**config.mk**
```make
export PLATFORM = sky130hd
export DESIGN_NAME = scaler_h_mc
export DESIGN_NICKNAME = d
export VERILOG_FILES = /design/src/rtl/scaler_h_mc.sv
export SDC_FILE = /design/constraint.sdc
export NUM_CORES = 2
export LEC_CHECK = 0
export ABC_CLOCK_PERIOD_IN_PS = 5740
export CAP_MARGIN = 20
export CORE_ASPECT_RATIO = 1.1
export CORE_MARGIN = 2
export CORE_UTILIZATION = 50
export CTS_BUF_LIST = sky130_fd_sc_hd__clkbuf_4
export CTS_CLUSTER_SIZE = 20
export DETAILED_ROUTE_END_ITERATION = 6
export PLACE_DENSITY = 0.69
export SLEW_MARGIN = 40
export SYNTH_ARGS = -nofsm -noshare
export SYNTH_HDL_FRONTEND = slang
export SYNTH_SLANG_ARGS = --single-unit
```
**constraint.sdc**
```tcl
create_clock -name clk -period 5.74 [get_ports clk]
set_clock_uncertainty 0.1 [all_clocks]
set_input_delay 1.148 -clock clk [delete_from_list [all_inputs] [get_ports clk]]
set_output_delay 1.148 -clock clk [all_outputs]
set_load 0.005 [all_outputs]
```
**src/rtl/scaler_h_mc.sv**
```systemverilog
// Multi-channel horizontal scaler: resamples each line by a 4.12 step using
// nearest or linear interpolation, with a 3-stage arithmetic/sync pipeline.
module scaler_h_mc #(
  parameter int CH_COUNT      = 3,
  parameter int DATA_WIDTH    = 8,
  parameter int LINE_SIZE_MAX = 4096,
  parameter int STEP_MIN      = 256
) (
  input  logic                           clk,
  input  logic                           rst,
  input  logic [15:0]                    step_cord_o,
  input  logic                           mode_i,
  input  logic [CH_COUNT*DATA_WIDTH-1:0] di_i,
  input  logic                           de_i,
  input  logic                           hs_i,
  input  logic                           vs_i,
  output logic [CH_COUNT*DATA_WIDTH-1:0] do_o,
  output logic                           de_o,
  output logic                           hs_o,
  output logic                           vs_o,
  output logic [15:0]                    pix_count_o,
  output logic                           ovf_o
);

  localparam int CW = $clog2(LINE_SIZE_MAX) + 1;
  localparam int AW = CW + 12;
  localparam int PW = DATA_WIDTH + 13;
  localparam int DW = CH_COUNT * DATA_WIDTH;

  typedef enum logic [1:0] {S_IDLE, S_LINE, S_GEN} state_t;

  state_t        r_state;
  state_t        w_state_next;
  logic [15:0]   r_step;
  logic          r_mode;
  logic [CW-1:0] r_cnt;
  logic [AW-1:0] r_acc;
  logic [15:0]   r_kcnt;
  logic [DW-1:0] r_p0;
  logic [DW-1:0] r_p1;
  logic          r_hs_pend;
  logic [15:0]   r_pix_count;
  logic          r_ovf;

  logic          w_start;
  logic          w_capture;
  logic          w_issue;
  logic          w_drop;
  logic [CW-1:0] w_cnt_inc;
  logic [CW-1:0] w_ip;
  logic [AW-1:0] w_acc_inc;
  logic [CW-1:0] w_ip_inc;
  logic          w_full;
  logic [15:0]   w_kcnt_next;

  assign w_cnt_inc   = r_cnt + CW'(1);
  assign w_ip        = CW'(r_acc >> 12);
  assign w_acc_inc   = r_acc + {{(AW-16){1'b0}}, r_step};
  assign w_ip_inc    = CW'(w_acc_inc >> 12);
  assign w_full      = (r_cnt == CW'(LINE_SIZE_MAX));
  assign w_kcnt_next = w_issue ? (r_kcnt + 16'd1) : r_kcnt;

  always_ff @(posedge clk or negedge rst) begin
    if (!rst) r_state <= S_IDLE;
    else      r_state <= w_state_next;
  end

  // r_cnt counts captured pixels, so the newest pixel has index r_cnt-1 and
  // an output at ip needs pixels ip and ip+1, i.e. ip == count-2.
  always_comb begin
    w_state_next = r_state;
    w_start      = 1'b0;
    w_capture    = 1'b0;
    w_issue      = 1'b0;
    w_drop       = 1'b0;
    case (r_state)
      S_IDLE: begin
        if (!hs_i) begin
          w_start      = 1'b1;
          w_state_next = S_LINE;
        end
      end
      S_LINE: begin
        if (de_i) begin
          if (w_full) begin
            w_drop = 1'b1;
          end else begin
            w_capture = 1'b1;
            if (w_cnt_inc >= CW'(2) && w_ip == w_cnt_inc - CW'(2))
              w_state_next = S_GEN;
          end
        end else if (hs_i) begin
          w_state_next = S_IDLE;
        end
      end
      S_GEN: begin
        w_issue = 1'b1;
        w_drop  = de_i;
        if (w_ip_inc != r_cnt - CW'(2))
          w_state_next = (r_hs_pend || hs_i) ? S_IDLE : S_LINE;
      end
      default: w_state_next = S_IDLE;
    endcase
  end

  always_ff @(posedge clk or negedge rst) begin
    if (!rst) begin
      r_step      <= 16'd0;
      r_mode      <= 1'b0;
      r_cnt       <= '0;
      r_acc       <= '0;
      r_kcnt      <= 16'd0;
      r_p0        <= '0;
      r_p1        <= '0;
      r_hs_pend   <= 1'b0;
      r_pix_count <= 16'd0;
      r_ovf       <= 1'b0;
    end else begin
      if (w_start) begin
        r_step    <= (step_cord_o < 16'(STEP_MIN)) ? 16'(STEP_MIN) : step_cord_o;
        r_mode    <= mode_i;
        r_cnt     <= '0;
        r_acc     <= '0;
        r_kcnt    <= 16'd0;
        r_hs_pend <= 1'b0;
      end
      if (r_state != S_IDLE && hs_i)
        r_hs_pend <= 1'b1;
      if (w_capture) begin
        r_p1  <= di_i;
        r_p0  <= r_p1;
        r_cnt <= w_cnt_inc;
      end
      if (w_issue) begin
        r_acc  <= w_acc_inc;
        r_kcnt <= w_kcnt_next;
      end
      if (w_drop)
        r_ovf <= 1'b1;
      if (r_state != S_IDLE && w_state_next == S_IDLE)
        r_pix_count <= w_kcnt_next;
    end
  end

  // Stage 1: snapshot of the issue cycle.
  logic [DW-1:0] r_s1_p0;
  logic [DW-1:0] r_s1_p1;
  logic [11:0]   r_s1_f;
  logic          r_s1_mode;
  logic          r_s1_de;
  logic          r_s1_hs;
  logic          r_s1_vs;
  logic          r_s2_mode;
  logic          r_s2_de;
  logic          r_s2_hs;
  logic          r_s2_vs;
  logic [DW-1:0] r_do;
  logic          r_de;
  logic          r_hs;
  logic          r_vs;
  logic [12:0]   w_fi;
  logic [DW-1:0] w_res;

  assign w_fi = 13'd4096 - {1'b0, r_s1_f};

  always_ff @(posedge clk or negedge rst) begin
    if (!rst) begin
      r_s1_p0   <= '0;
      r_s1_p1   <= '0;
      r_s1_f    <= 12'd0;
      r_s1_mode <= 1'b0;
      r_s1_de   <= 1'b0;
      r_s1_hs   <= 1'b1;
      r_s1_vs   <= 1'b1;
      r_s2_mode <= 1'b0;
      r_s2_de   <= 1'b0;
      r_s2_hs   <= 1'b1;
      r_s2_vs   <= 1'b1;
      r_do      <= '0;
      r_de      <= 1'b0;
      r_hs      <= 1'b1;
      r_vs      <= 1'b1;
    end else begin
      r_s1_p0   <= r_p0;
      r_s1_p1   <= r_p1;
      r_s1_f    <= r_acc[11:0];
      r_s1_mode <= r_mode;
      r_s1_de   <= w_issue;
      r_s1_hs   <= (r_state == S_IDLE);
      r_s1_vs   <= vs_i;
      r_s2_mode <= r_s1_mode;
      r_s2_de   <= r_s1_de;
      r_s2_hs   <= r_s1_hs;
      r_s2_vs   <= r_s1_vs;
      r_do      <= w_res;
      r_de      <= r_s2_de;
      r_hs      <= r_s2_hs;
      r_vs      <= r_s2_vs;
    end
  end

  // Stage 2 registers the weighted products; stage 3 rounds and selects.
  // The weights sum to 4096, so the rounded result never exceeds 8 bits.
  for (genvar gi = 0; gi < CH_COUNT; gi++) begin : g_ch
    logic [DATA_WIDTH-1:0] w_a;
    logic [DATA_WIDTH-1:0] w_b;
    logic [PW-1:0]         r_m0;
    logic [PW-1:0]         r_m1;
    logic [DATA_WIDTH-1:0] r_near;
    logic [PW-1:0]         w_sum;
    logic [DATA_WIDTH-1:0] w_lin;

    assign w_a   = r_s1_p0[gi*DATA_WIDTH +: DATA_WIDTH];
    assign w_b   = r_s1_p1[gi*DATA_WIDTH +: DATA_WIDTH];
    assign w_sum = r_m0 + r_m1 + PW'(2048);
    assign w_lin = DATA_WIDTH'(w_sum >> 12);
    assign w_res[gi*DATA_WIDTH +: DATA_WIDTH] = r_s2_mode ? w_lin : r_near;

    always_ff @(posedge clk or negedge rst) begin
      if (!rst) begin
        r_m0   <= '0;
        r_m1   <= '0;
        r_near <= '0;
      end else begin
        r_m0   <= PW'(w_a) * PW'(w_fi);
        r_m1   <= PW'(w_b) * PW'(r_s1_f);
        r_near <= r_s1_f[11] ? w_b : w_a;
      end
    end
  end

  assign do_o        = r_do;
  assign de_o        = r_de;
  assign hs_o        = r_hs;
  assign vs_o        = r_vs;
  assign pix_count_o = r_pix_count;
  assign ovf_o       = r_ovf;

endmodule
```
==> results.tsv <==
stage	metric	value	unit
yosys	warning count from the yosys run	0	
floorplanning	number of rows in the core area	102	
drt	remaining number of nets flagged by the antenna check after routing	0	
placed_design	I/O Buffers	89	
clock_tree	clock root cell	sky130_fd_sc_hd__clkbuf_4	
final_layout	end-of-flow core utilization	0.565	
worst_setup_path	flop-to-flop setup slack	0.09	ns
power	maximum ir drop on the vdd rail	0.249	mV
final_layout	antenna diode instance count	0	
min_path	Hold Crit Class	in -> async	
floorplanning	core footprint	0.0706	mm^2
worst_setup_path	Setup Crit Path Kind	reg -> reg	
yosys	post-synthesis instance total	3640	
final_layout	Area Overhead vs Synth	11.7	%
floorplanning	floorplan die area	0.0735	mm^2
final_layout	share of post-route cells with drive strength above 1	0.120	
timing	relative max-transition margin	0.439	
yosys	per-instance average area after synthesis	9.80	um^2
final_layout	non-filler cells, final	4801	
global_route	overall overflow remaining after global route	0	
placed_design	routability cong.	0.906	
drt	via density per instance	5.37	
drt	average wire per standard cell	17.5	um
placed_design	Placed Instances	4592	
clock_tree	CTS tree	yes	
yosys	number of synthesized flops with an enable pin	0	
worst_setup_path	nature of the critical path startpoint	flip-flop	
clock_tree	insertion delay to the later sink of the worst-skew pair	0.94	ns
drt	count of routing violations after the opening detailed-route iteration	1460	
timing	maximum achievable frequency	177	MHz
drt	post-detailed-routing wire length	84.1	mm
clock_tree	maximum count of clock buffers along a single path	3	
drt	Detailed Routing Iterations Pass 1	6	
final_layout	finished layout cell area	0.0399	mm^2
worst_setup_path	reg-to-reg startpoint	r_s1_f[1]	
worst_setup_path	worst reg2reg endpoint	g_ch[0].r_m0[18]	
worst_setup_path	Worst Path Max Fanout	7	
run_status	run status	finished clean	
timing	part of the cycle the worst path needs	0.984	
yosys	sequential area share after synthesis	0.265	
yosys	proportion of netlist area held by the largest area contributor	0.261	
final_layout	filler cell count	6210	
global_route	global-route wire length before repair	139	mm
global_route	largest net degree at the start of global routing	117	
global_route	vias in the first global route	27400	
yosys	cell area after synthesis	0.0357	mm^2
clock_tree	Clock H-tree levels	3	
yosys	async set-or-reset flop fraction in the synthesized netlist	1.00	
worst_setup_path	data required time at the worst endpoint	6.44	ns
floorplanning	initial core utilization	0.506	
timing	worst hold slack	0.133	ns
drt	number of vias after detailed routing	25800	
global_route	Total Routing Usage GR	0.237	
timing	final worst setup slack	0.0903	ns
timing	Worst Tran Pin Value	0.842	ns
worst_setup_path	crit path DAT	6.35	ns
final_layout	commonest non-fill, non-tap cell in the layout	sky130_fd_sc_hd__inv_1	
clock_tree	number of clock buffers inserted by TritonCTS	103	
yosys	post-synth top area cell	sky130_fd_sc_hd__dfrtp_1	
floorplanning	boundary pin count	90	
yosys	ranking of synthesized cells by area	sky130_fd_sc_hd__dfrtp_1, sky130_fd_sc_hd__fa_1, sky130_fd_sc_hd__ha_1	
worst_setup_path	depth of the most critical reg-to-reg path	25	
yosys	flops & latches, synth	378	
power	static leakage	0.0201	uW
yosys	library cells used by synthesis	80	
clock_tree	Clock Sink Count	378	
placed_design	post-placement worst setup slack	-0.111	ns
clock_tree	hold buffer count at CTS	0	
final_layout	Nets	4573	
yosys	commonest register cell after synthesis	sky130_fd_sc_hd__dfrtp_1	
flow_run	maximum capacitance violations	0	
placed_design	placed inst area	0.0380	mm^2
final_layout	commonest cells after routing, fill and taps aside	sky130_fd_sc_hd__inv_1, sky130_fd_sc_hd__and2_1, sky130_fd_sc_hd__nand2_1, sky130_fd_sc_hd__fa_1, sky130_fd_sc_hd__dfrtp_1	
floorplanning	height of the die	284	um
placed_design	sum of net half-perimeters after detailed placement	62.3	mm
yosys	syn_nets	4435	
power	ratio of total power to cell area	259	mW/mm^2
timing	Final Max Slew Viols	0	
timing	Final Critical Period	5.65	ns
global_route	number of antenna violations at the first check in global routing	4	
timing	count of endpoints failing hold in the final timing report	0	
clock_tree	Clk pin slew, worst setup/hold paths	0.08	ns
floorplanning	Die Span X	259	um
timing	final count of negative-setup-slack endpoints	0	
worst_setup_path	nature of the critical path endpoint	flip-flop	
drt	Residual DRC	0	
timing	RSZ-0062 raised after global routing	yes	
## worst max-delay path: stages, from the launching register on
cell and delay [ns]:
sky130_fd_sc_hd__dfrtp_1 0.42, sky130_fd_sc_hd__buf_4 0.15, sky130_fd_sc_hd__inv_2 0.06, sky130_fd_sc_hd__ha_4 0.16, sky130_fd_sc_hd__nand2b_4 0.07, sky130_fd_sc_hd__nor2_2 0.11, sky130_fd_sc_hd__nand2_1 0.10, sky130_fd_sc_hd__buf_4 0.17
sky130_fd_sc_hd__xor2_4 0.17, sky130_fd_sc_hd__buf_6 0.16, sky130_fd_sc_hd__and2_1 0.17, sky130_fd_sc_hd__fa_1 0.56, sky130_fd_sc_hd__fa_1 0.45, sky130_fd_sc_hd__fa_1 0.57, sky130_fd_sc_hd__inv_2 0.04, sky130_fd_sc_hd__fa_1 0.50
sky130_fd_sc_hd__inv_2 0.05, sky130_fd_sc_hd__ha_4 0.21, sky130_fd_sc_hd__and2_4 0.16, sky130_fd_sc_hd__a31oi_4 0.14, sky130_fd_sc_hd__o21ai_2 0.09, sky130_fd_sc_hd__o41ai_2 0.35, sky130_fd_sc_hd__o21ai_1 0.13, sky130_fd_sc_hd__o21a_1 0.19
sky130_fd_sc_hd__nor2_2 0.12, sky130_fd_sc_hd__xnor2_1 0.13
## sequential cells by signal (all words and copies together), names as in the netlist, 13 cells and up
name / cells
g_ch.r_m0: 60
g_ch.r_m1: 60
r_acc: 25
do_o: 24
g_ch.r_near: 24
r_p0: 24
r_p1: 24
r_s1_p0: 24
r_s1_p1: 24
pix_count_o: 16
r_kcnt: 16
r_step: 16
r_cnt: 13
## per-stage QoR
step,setup TNS (ns),power (uW)
2_1_floorplan,0,6170
3_3_place_gp,0,7660
3_5_place_dp,-0.183,7700
4_1_cts,0,10400
5_1_grt,-0.641,11000
6_report,0,10300
## area by class of cell
class / instances / area [um^2] / area share
timing repair buffer: 210 / 1900 / 0.0477
clock buffer: 134 / 1010 / 0.0252
inverter: 469 / 1760 / 0.0442
tap: 936 / 1170 / 0.0294
multi-input combinational: 2616 / 24200 / 0.606
sequential: 378 / 9470 / 0.238
clock inverter: 58 / 405 / 0.0102
## report_power, final
part | leakage, uW | total [uW] | switching [uW] | internal [uW]
Combinational | 0.0144 | 3370 | 1830 | 1540
Clock | 0.000823 | 2590 | 1280 | 1310
Sequential | 0.00485 | 4350 | 964 | 3380
## synthesized netlist by cell type (6+ instances only)
cell type / count
sky130_fd_sc_hd__inv_1: 468
sky130_fd_sc_hd__and2_1: 378
sky130_fd_sc_hd__fa_1: 376
sky130_fd_sc_hd__nand2_1: 375
sky130_fd_sc_hd__ha_1: 373
sky130_fd_sc_hd__dfrtp_1: 372
sky130_fd_sc_hd__clkbuf_1: 155
sky130_fd_sc_hd__xnor2_1: 150
sky130_fd_sc_hd__o21ai_0: 124
sky130_fd_sc_hd__nor2_1: 121
sky130_fd_sc_hd__mux2_2: 101
sky130_fd_sc_hd__a21oi_1: 83
sky130_fd_sc_hd__nand3_1: 66
sky130_fd_sc_hd__xor2_1: 59
sky130_fd_sc_hd__nor2b_1: 37
sky130_fd_sc_hd__nor3_1: 34
sky130_fd_sc_hd__a21o_1: 31
sky130_fd_sc_hd__nand4_1: 27
sky130_fd_sc_hd__and3_1: 19
sky130_fd_sc_hd__a222oi_1: 15
sky130_fd_sc_hd__a31oi_1: 15
sky130_fd_sc_hd__nor4_1: 15
sky130_fd_sc_hd__o211ai_1: 14
sky130_fd_sc_hd__or4_1: 14
sky130_fd_sc_hd__o21a_1: 13
sky130_fd_sc_hd__a21boi_0: 12
sky130_fd_sc_hd__nand2b_1: 12
sky130_fd_sc_hd__nand3b_1: 12
sky130_fd_sc_hd__o22ai_1: 12
sky130_fd_sc_hd__or3_1: 11
sky130_fd_sc_hd__buf_1: 9
sky130_fd_sc_hd__o31ai_1: 9
sky130_fd_sc_hd__o21bai_1: 8
sky130_fd_sc_hd__or2_2: 8
sky130_fd_sc_hd__a211oi_1: 7
sky130_fd_sc_hd__buf_2: 7
sky130_fd_sc_hd__o2111ai_1: 7
sky130_fd_sc_hd__dfstp_2: 6
sky130_fd_sc_hd__nand4b_1: 6
## kinds of logic after synthesis
| family | share of synthesized area |
|---|---|
| mux | 0.0341 |
| simple gates | 0.166 |
| flops | 0.265 |
| buf+inv | 0.0688 |
| xor+xnor | 0.0526 |
| fa+ha+maj | 0.342 |
| compound gates | 0.0719 |
## repair_timing
item                       in CTS  in global routing
hold endpoints to repair        0                  0
setup endpoints to repair       6                 14
gates cloned                    0                  1
buffers inserted                0                 17
pin swaps                       0                 32
gates resized for setup         6                 64
## layer usage
| metal | wire, um | global-route usage | share of wire | vias to the layer above |
|---|---|---|---|---|
| li1 | - | - | - | 12100 |
| met4 | 2930 | 0.0874 | 0.035 | 2 |
| met5 | 13 | 0 | 0.00015 | - |
| met3 | 4400 | 0.0406 | 0.052 | 187 |
| met1 | 35600 | 0.305 | 0.42 | 12900 |
| met2 | 41200 | 0.400 | 0.49 | 605 |
## worst max path at each step
stage	from	to	slack, ns	cells past startpoint
2_1_floorplan	r_s1_f[2]	g_ch[0].r_m0[18]	0.01	23
6_report	r_s1_f[1]	g_ch[0].r_m0[18]	0.09	25
3_3_place_gp	r_s1_f[0]	g_ch[0].r_m0[19]	0.05	21
4_1_cts	r_s1_f[0]	g_ch[0].r_m0[18]	0.005	21
3_5_place_dp	r_s1_f[0]	g_ch[2].r_m0[19]	-0.11	24
5_1_grt	r_s1_f[1]	g_ch[1].r_m0[19]	-0.13	18
No activity file was read; power rests on OpenSTA's default activity.
